$ cat src/rtl/vga_timing_pkg.sv
// Shared 640x480@60 timing constants and receiver state encoding.
// display_controller draws on the same constants.
package vga_timing_pkg;
    localparam int CLK_DIV     = 4;
    localparam int H_TOTAL     = 800;
    localparam int V_TOTAL     = 525;
    localparam int H_ACT_START = 144;
    localparam int V_ACT_START = 35;
    localparam int H_ACTIVE    = 640;
    localparam int V_ACTIVE    = 480;
    localparam int LOCK_FRAMES = 2;

    localparam logic [9:0] POS_MAX = 10'h3FF;

    typedef enum logic [1:0] {
        SEARCH  = 2'd0,
        ACQUIRE = 2'd1,
        LOCKED  = 2'd2
    } syncState_t;

    // 11-bit compare so that start+len never wraps the 10-bit position range
    function automatic logic inWindow(input logic [9:0] pos, input int start, input int len);
        return ({1'b0, pos} >= 11'(start)) && ({1'b0, pos} < 11'(start + len));
    endfunction
endpackage

$ cat src/rtl/vga_sync_receiver_if.sv
// VGA link as seen by the receiver: sync/pixel inputs, probe setup, and recovered timing.
interface vga_sync_receiver_if;
    logic        hSync;
    logic        vSync;
    logic [11:0] rgb;
    logic [9:0]  probe_x;
    logic [9:0]  probe_y;
    logic        locked;
    logic [9:0]  h_pos;
    logic [9:0]  v_pos;
    logic        active;
    logic [11:0] probe_rgb;
    logic        probe_valid;
    logic [7:0]  err_count;

    modport master (
        output hSync, vSync, rgb, probe_x, probe_y,
        input  locked, h_pos, v_pos, active, probe_rgb, probe_valid, err_count
    );
    modport slave (
        input  hSync, vSync, rgb, probe_x, probe_y,
        output locked, h_pos, v_pos, active, probe_rgb, probe_valid, err_count
    );
endinterface

$ cat src/rtl/sync_edge_detect.sv
// Registers one active-low sync input and flags its falling edge.
module sync_edge_detect (
    input  logic clk,
    input  logic rst_n,
    input  logic din,
    output logic fall
);
    logic q, qPrev;

    always_ff @(posedge clk) begin
        if (!rst_n) begin
            q     <= 1'b1;
            qPrev <= 1'b1;
        end else begin
            q     <= din;
            qPrev <= q;
        end
    end

    assign fall = qPrev & ~q;
endmodule

$ cat src/rtl/vga_sync_receiver.sv
// VGA receiver: recovers pixel position from hSync/vSync, qualifies timing into a lock,
// and samples the colour of one programmable probe pixel.
module vga_sync_receiver #(
    parameter int CLK_DIV     = vga_timing_pkg::CLK_DIV,
    parameter int H_TOTAL     = vga_timing_pkg::H_TOTAL,
    parameter int V_TOTAL     = vga_timing_pkg::V_TOTAL,
    parameter int H_ACT_START = vga_timing_pkg::H_ACT_START,
    parameter int V_ACT_START = vga_timing_pkg::V_ACT_START,
    parameter int H_ACTIVE    = vga_timing_pkg::H_ACTIVE,
    parameter int V_ACTIVE    = vga_timing_pkg::V_ACTIVE,
    parameter int LOCK_FRAMES = vga_timing_pkg::LOCK_FRAMES
) (
    input logic               clk,
    input logic               rst_n,
    vga_sync_receiver_if.slave bus
);
    import vga_timing_pkg::*;

    localparam int CW   = (CLK_DIV > 1) ? $clog2(CLK_DIV) : 1;
    localparam int GF_W = $clog2(LOCK_FRAMES + 1);
    localparam logic [CW-1:0] CLK_LAST = CW'(CLK_DIV - 1);
    localparam logic [CW-1:0] CLK_MID  = CW'(CLK_DIV / 2);

    logic [1:0]      syncIn, syncFall;
    logic            hFall, vFall;
    logic [11:0]     rgbQ;
    logic [CW-1:0]   clkCnt, clkNxt;
    logic [9:0]      hPos, vPos, hNxt, vNxt;
    logic            activeWin;
    syncState_t      state;
    logic [GF_W-1:0] goodFrames;
    logic            locked, lineArmed, frameOk;
    logic [7:0]      errCount;
    logic [11:0]     probeRgb;
    logic            probeValid;

    assign syncIn = {bus.hSync, bus.vSync};
    for (genvar i = 0; i < 2; i++) begin : gSync
        sync_edge_detect uEdge (.clk(clk), .rst_n(rst_n), .din(syncIn[i]), .fall(syncFall[i]));
    end
    assign hFall = syncFall[1];
    assign vFall = syncFall[0];

    logic pixEnd, lineGood, checking, lineBad, frameBad, frameGood, syncLoss;
    assign pixEnd    = (clkCnt == CLK_LAST);
    assign lineGood  = (hPos == 10'(H_TOTAL - 1)) && pixEnd;
    assign checking  = (state != SEARCH);
    assign lineBad   = hFall && lineArmed && checking && !lineGood;
    assign frameBad  = vFall && checking && ((vPos != 10'(V_TOTAL - 1)) || !frameOk || lineBad);
    assign frameGood = vFall && checking && !frameBad;
    // A fresh hSync fall clears h_pos this cycle, so a saturated count is not a loss then
    assign syncLoss  = (hPos == POS_MAX) && !hFall;

    always_comb begin
        clkNxt = pixEnd ? '0 : clkCnt + 1'b1;
        hNxt   = (pixEnd && hPos != POS_MAX) ? hPos + 10'd1 : hPos;
        vNxt   = vPos;
        if (hFall) begin
            clkNxt = '0;
            hNxt   = '0;
            if (vPos != POS_MAX) vNxt = vPos + 10'd1;
        end
        if (vFall) vNxt = '0;
    end

    always_ff @(posedge clk) begin
        if (!rst_n) begin
            rgbQ      <= '0;
            clkCnt    <= '0;
            hPos      <= '0;
            vPos      <= '0;
            activeWin <= 1'b0;
            lineArmed <= 1'b0;
            frameOk   <= 1'b0;
        end else begin
            rgbQ      <= bus.rgb;
            clkCnt    <= clkNxt;
            hPos      <= hNxt;
            vPos      <= vNxt;
            activeWin <= inWindow(hNxt, H_ACT_START, H_ACTIVE) && inWindow(vNxt, V_ACT_START, V_ACTIVE);
            // The first line seen after leaving SEARCH has an unknown start, so skip its check
            if (state == SEARCH || syncLoss) lineArmed <= 1'b0;
            else if (hFall)                  lineArmed <= 1'b1;
            if (vFall)        frameOk <= 1'b1;
            else if (lineBad) frameOk <= 1'b0;
        end
    end

    always_ff @(posedge clk) begin
        if (!rst_n) begin
            state      <= SEARCH;
            goodFrames <= '0;
            locked     <= 1'b0;
            errCount   <= '0;
        end else begin
            case (state)
                SEARCH: if (vFall && !syncLoss) begin
                    state      <= ACQUIRE;
                    goodFrames <= '0;
                end
                ACQUIRE: begin
                    if (syncLoss) state <= SEARCH;
                    else if (lineBad || frameBad) goodFrames <= '0;
                    else if (frameGood) begin
                        goodFrames <= goodFrames + 1'b1;
                        if (goodFrames == GF_W'(LOCK_FRAMES - 1)) begin
                            state  <= LOCKED;
                            locked <= 1'b1;
                        end
                    end
                end
                LOCKED: if (syncLoss || lineBad || frameBad) begin
                    state      <= syncLoss ? SEARCH : ACQUIRE;
                    locked     <= 1'b0;
                    goodFrames <= '0;
                    if (errCount != 8'hFF) errCount <= errCount + 8'd1;
                end
                default: begin
                    state  <= SEARCH;
                    locked <= 1'b0;
                end
            endcase
        end
    end

    logic [10:0] probeH, probeV;
    logic        probeHit;
    assign probeH   = 11'(H_ACT_START) + {1'b0, bus.probe_x};
    assign probeV   = 11'(V_ACT_START) + {1'b0, bus.probe_y};
    assign probeHit = locked && ({1'b0, bus.probe_x} < 11'(H_ACTIVE)) && ({1'b0, bus.probe_y} < 11'(V_ACTIVE))
                   && ({1'b0, hPos} == probeH) && ({1'b0, vPos} == probeV) && (clkCnt == CLK_MID);

    always_ff @(posedge clk) begin
        if (!rst_n) begin
            probeRgb   <= '0;
            probeValid <= 1'b0;
        end else begin
            probeValid <= probeHit;
            if (probeHit) probeRgb <= rgbQ;
        end
    end

    assign bus.locked      = locked;
    assign bus.h_pos       = hPos;
    assign bus.v_pos       = vPos;
    assign bus.active      = locked & activeWin;
    assign bus.probe_rgb   = probeRgb;
    assign bus.probe_valid = probeValid;
    assign bus.err_count   = errCount;
endmodule

$ cat src/flat_wrapper.sv
// flat-port wrapper written by rule: the top's interface ports become plain ports
module vga_sync_receiver_flat import vga_timing_pkg::*;
#(
    parameter int CLK_DIV     = vga_timing_pkg::CLK_DIV,
    parameter int H_TOTAL     = vga_timing_pkg::H_TOTAL,
    parameter int V_TOTAL     = vga_timing_pkg::V_TOTAL,
    parameter int H_ACT_START = vga_timing_pkg::H_ACT_START,
    parameter int V_ACT_START = vga_timing_pkg::V_ACT_START,
    parameter int H_ACTIVE    = vga_timing_pkg::H_ACTIVE,
    parameter int V_ACTIVE    = vga_timing_pkg::V_ACTIVE,
    parameter int LOCK_FRAMES = vga_timing_pkg::LOCK_FRAMES
)
  (clk, rst_n, bus_hSync, bus_vSync, bus_rgb, bus_probe_x, bus_probe_y, bus_locked, bus_h_pos, bus_v_pos, bus_active, bus_probe_rgb, bus_probe_valid, bus_err_count);
  vga_sync_receiver_if bus_i ();
  input logic clk;
  input logic rst_n;
  input wire logic [$bits(bus_i.hSync)-1:0] bus_hSync;
  input wire logic [$bits(bus_i.vSync)-1:0] bus_vSync;
  input wire logic [$bits(bus_i.rgb)-1:0] bus_rgb;
  input wire logic [$bits(bus_i.probe_x)-1:0] bus_probe_x;
  input wire logic [$bits(bus_i.probe_y)-1:0] bus_probe_y;
  output wire logic [$bits(bus_i.locked)-1:0] bus_locked;
  output wire logic [$bits(bus_i.h_pos)-1:0] bus_h_pos;
  output wire logic [$bits(bus_i.v_pos)-1:0] bus_v_pos;
  output wire logic [$bits(bus_i.active)-1:0] bus_active;
  output wire logic [$bits(bus_i.probe_rgb)-1:0] bus_probe_rgb;
  output wire logic [$bits(bus_i.probe_valid)-1:0] bus_probe_valid;
  output wire logic [$bits(bus_i.err_count)-1:0] bus_err_count;
  assign bus_i.hSync = bus_hSync;
  assign bus_i.vSync = bus_vSync;
  assign bus_i.rgb = bus_rgb;
  assign bus_i.probe_x = bus_probe_x;
  assign bus_i.probe_y = bus_probe_y;
  assign bus_locked = bus_i.locked;
  assign bus_h_pos = bus_i.h_pos;
  assign bus_v_pos = bus_i.v_pos;
  assign bus_active = bus_i.active;
  assign bus_probe_rgb = bus_i.probe_rgb;
  assign bus_probe_valid = bus_i.probe_valid;
  assign bus_err_count = bus_i.err_count;
  vga_sync_receiver #(.CLK_DIV(CLK_DIV), .H_TOTAL(H_TOTAL), .V_TOTAL(V_TOTAL), .H_ACT_START(H_ACT_START), .V_ACT_START(V_ACT_START), .H_ACTIVE(H_ACTIVE), .V_ACTIVE(V_ACTIVE), .LOCK_FRAMES(LOCK_FRAMES)) u_core (.clk(clk), .rst_n(rst_n), .bus(bus_i));
endmodule
$ cat config.mk
export PLATFORM = sky130hd
export DESIGN_NAME = vga_sync_receiver_flat
export DESIGN_NICKNAME = d
export VERILOG_FILES = /design/src/rtl/vga_timing_pkg.sv /design/src/rtl/vga_sync_receiver_if.sv /design/src/rtl/sync_edge_detect.sv /design/src/rtl/vga_sync_receiver.sv /design/src/flat_wrapper.sv
export SDC_FILE = /design/constraint.sdc
export NUM_CORES = 1
export LEC_CHECK = 0
export BUFFER_PORTS_ARGS = -buffer_cell sky130_fd_sc_hd__buf_4
export CAP_MARGIN = 20
export CORE_MARGIN = 4
export CORE_UTILIZATION = 60
export DETAILED_ROUTE_END_ITERATION = 12
export PLACE_DENSITY = 0.86
export SLEW_MARGIN = 20
export SYNTH_ARGS = -nofsm -noshare
export SYNTH_HDL_FRONTEND = slang
export SYNTH_SLANG_ARGS = --single-unit
$ cat constraint.sdc
create_clock -name clk -period 4.1 [get_ports clk]
set_input_delay 0.41 -clock clk [delete_from_list [all_inputs] [get_ports clk]]
set_output_delay 0.41 -clock clk [all_outputs]
set_load 0.02 [all_outputs]
==> run_results.csv <==
group,metric,value,unit
route,routed_wl,9530,µm
global_route,grt_usage,24.9,%
floorplanning,top_level_ports,79,
sta,fin_skew,0.00924,ns
placed_design,place_hpwl,6860,µm
pwr,cellPowerDensity,308,nW/µm²
hold_path,min_delay_path_depth,2,
critical_path,crit_buf_inv,1,
job,drv_cap,0,
pwr,ir_drop,0.275,mV
pwr,clock_power_share,40.7,%
clock_tree,post_cts_resized,0,
pwr,intPower,1.03,mW
critical_path,critPathKind,"flop to flop",
sta,period_share,69.5,%
finish,postLayoutCellArea,4610,µm²
sta,slew_violations,0,
critical_path,cp.depth,7,
pwr,p_leak,1.88,nW
clock_tree,post_cts_buffers,0,
global_route,grt_max_degree,52,
clock_tree,cts_root_buf,"clkbuf_8",
global_route,grt_pass1_vias,3331,
critical_path,crit_required,4.38,ns
yosys,async_flop_share,0,%
placed_design,placed_area,4400,µm²
clock_tree,cts_num_sinks,67,
route,drc_errors,0,
finish,nets,559,
yosys,synthCells,453,
floorplanning,die_x,88.6,µm
route,vias_per_cell,6.08,
outcome,outcome,"finished clean",
critical_path,crit_family,"compound AO/OA/AOI/OAI gates",
sta,max_slew.worst_pin.slew,0.944,ns
placed_design,port_buffers,78,
sta,finalHoldViolations,0,
route,vias,3626,
finish,diodes,0,
global_route,overflow,0,
sta,fin_tns_setup,0,ns
yosys,ys_warn_count,0,
yosys,seq_area_frac_synth,34.4,%
critical_path,arrival,3.12,ns
pwr,pwr-share-comb,11.0,%
yosys,synthFlopType,"dfxtp_1",
finish,ff_latch_area,1340,µm²
clock_tree,numCtsBuffers,9,
critical_path,crit_slowest_cell,"a2111oi_4",
critical_path,startpoint_type,"flop",
route,dr.pass1.iters,5,
finish,final.fill_count,477,
pwr,p_sw_share,27.4,%
yosys,synth_seq_cells,67,
yosys,synth.distinct_cells,68,
clock_tree,hold_buffers,0,
route,ant_nets,0,
finish,drive_gt1_share,21.0,%
sta,rsz0062_at_grt,"no",
clock_tree,clk_pin_slew,0.08,ns
floorplanning,core_region_area,6310,µm²
finish,multiInputGateArea,2320,µm²
yosys,netlist_area,3890,µm²
critical_path,crit_path_end_kind,"flop",
sta,min_period,2.85,ns
finish,area.growth.synth_to_final,18.4,%
sta,whs,0.242,ns
floorplanning,initial_utilization,61.7,%
critical_path,timing.critical_path.cells,"xor2_1 -> nand4_1 -> nor4_2 -> nand4b_1 -> a2111oi_4 -> buf_4 -> mux2i_1",
route,drt_iter0_markers,277,
critical_path,cpPeakStageDelay,0.78,ns
placed_design,finalWeightedCongestion,0.930,
yosys,syn_nets,498,
critical_path,worstPathMaxFanout,10,
yosys,syn_area_per_cell,8.60,µm²
clock_tree,worstSkewPairLatency,0.35,ns
route,wire_per_inst,16.0,µm
floorplanning,rows,29,
clock_tree,cts_tree,"built",
global_route,antenna_found_initial,0,
pwr,power.switching,388,µW
yosys,synth-edff-count,0,
clock_tree,cts.path.max_buffers,2,
floorplanning,die_y,88.6,µm
sta,setup_viol,0,
sta,relSlewSlack,37.1,%
clock_tree,cts_max_level,3,
pwr,seq_power_share,48.2,%
global_route,grt_pass1_wl,15400,µm
finish,final_core_util,73.0,%
sta,fmax,0.351,GHz
hold_path,hp-class,"primary input to flop",
floorplanning,die-area,7840,µm²
critical_path,r2r_cells,7,
## through the flow
| step | worst slack [ns] | instances | power [mW] |
|---|---|---|---|
| after global routing | 1.14 | 596 | 1.48 |
| after global placement | 1.19 | 579 | 0.847 |
| after floorplan | 1.83 | 453 | 0.798 |
| after CTS | 1.29 | 595 | 1.43 |
| after detailed placement | 1.07 | 579 | 0.853 |
| final | 1.25 | 596 | 1.42 |
## final cells by class
cell class	instances	area share [%]
sequential	67	29.1
inverter	13	1.06
multi-input combinational	343	50.3
tap	77	2.09
clock buffer	9	2.69
clock inverter	7	1.79
timing repair buffer	80	13.0
## synthesized netlist by cell type (3+ instances only)
cell type	instances	area share, %
nand4b_1	5	1.1
and3_1	7	1.1
and2_1	22	3.5
a311oi_1	3	0.67
a31oi_1	6	0.96
nand3_1	17	2.2
and4b_1	5	1.3
or4_1	3	0.58
xnor2_1	22	4.9
nor3_1	14	1.8
nor2b_1	7	1.1
nand2b_1	9	1.4
nand4_1	12	1.9
nor4_1	4	0.64
mux2i_1	19	4.9
ha_1	9	2.9
nor2_1	35	3.4
clkbuf_1	10	0.96
o21a_1	3	0.58
o22ai_1	3	0.48
dfxtp_1	67	34
inv_1	13	1.3
a211o_1	3	0.67
or2_2	3	0.48
nand2_1	46	4.4
a21oi_1	8	1.0
o21ai_0	11	1.4
a211oi_1	10	1.9
xor2_1	11	2.5
a21o_1	3	0.58
o211a_1	5	1.3
buf_2	9	1.2
buf_4	5	0.96
## flip-flops by register name, summed over array words and instances (netlist names)
signal / count
u_core.frameOk: 1
u_core.clkCnt: 2
u_core.rgbQ: 12
u_core.bus.locked: 1
u_core.state: 2
u_core.bus.v_pos: 10
u_core.lineArmed: 1
u_core.gSync.uEdge.qPrev: 2
u_core.goodFrames: 2
u_core.bus.probe_valid: 1
u_core.bus.err_count: 8
u_core.activeWin: 1
u_core.bus.probe_rgb: 12
u_core.gSync.uEdge.q: 2
u_core.bus.h_pos: 10
## logic make-up after synthesis
logic type	synth area share, %
buffers and inverters	6.04
adders and majority gates	2.89
xor gates and xnor gates	7.84
muxes	4.88
and+or+nand+nor	27.8
AOI/OAI and AO/OA	16.2
DFF	34.4
## final timing paths
path	slack, ns	to	startpoint
worst max-delay path	1.25	u_core.bus.probe_rgb[11]	u_core.bus.h_pos[4]
worst min-delay path	0.24	u_core.gSync[0].uEdge.q	bus_vSync
worst min register to register	0.45	u_core.bus.probe_rgb[10]	u_core.rgbQ[10]
worst max register to register	1.25	u_core.bus.probe_rgb[11]	u_core.bus.h_pos[4]
## routing by layer
layer,part of all wire (%),up-vias,track usage [%]
met2,48,149,40.1
met4,2.0,0,10.6
li1,-,1752,-
met3,7.8,24,4.93
met5,0,-,0
met1,42,1701,32.5
## power by group through the flow
stage | clock [mW] | combinational (mW) | sequential (mW)
after global routing | 0.619 | 0.172 | 0.688
after floorplan | 0 | 0.104 | 0.694
after CTS | 0.587 | 0.155 | 0.684
final | 0.578 | 0.156 | 0.684
after global placement | 0 | 0.149 | 0.698
after detailed placement | 0 | 0.154 | 0.699
## cells in the final DEF, fill, tap and decap left out, types with 10 or more instances in the layout
cell type | synthesis | layout
nand4_1 | 12 | 12
nand3_1 | 17 | 17
buf_4 | 5 | 80
o21ai_0 | 11 | 11
nor3_1 | 14 | 14
mux2i_1 | 19 | 19
xnor2_1 | 22 | 22
nand2_1 | 46 | 46
xor2_1 | 11 | 11
inv_1 | 13 | 13
and2_1 | 22 | 22
a211oi_1 | 10 | 10
dfxtp_1 | 67 | 67
nor2_1 | 35 | 35
No activity file was read; power rests on OpenSTA's default activity.
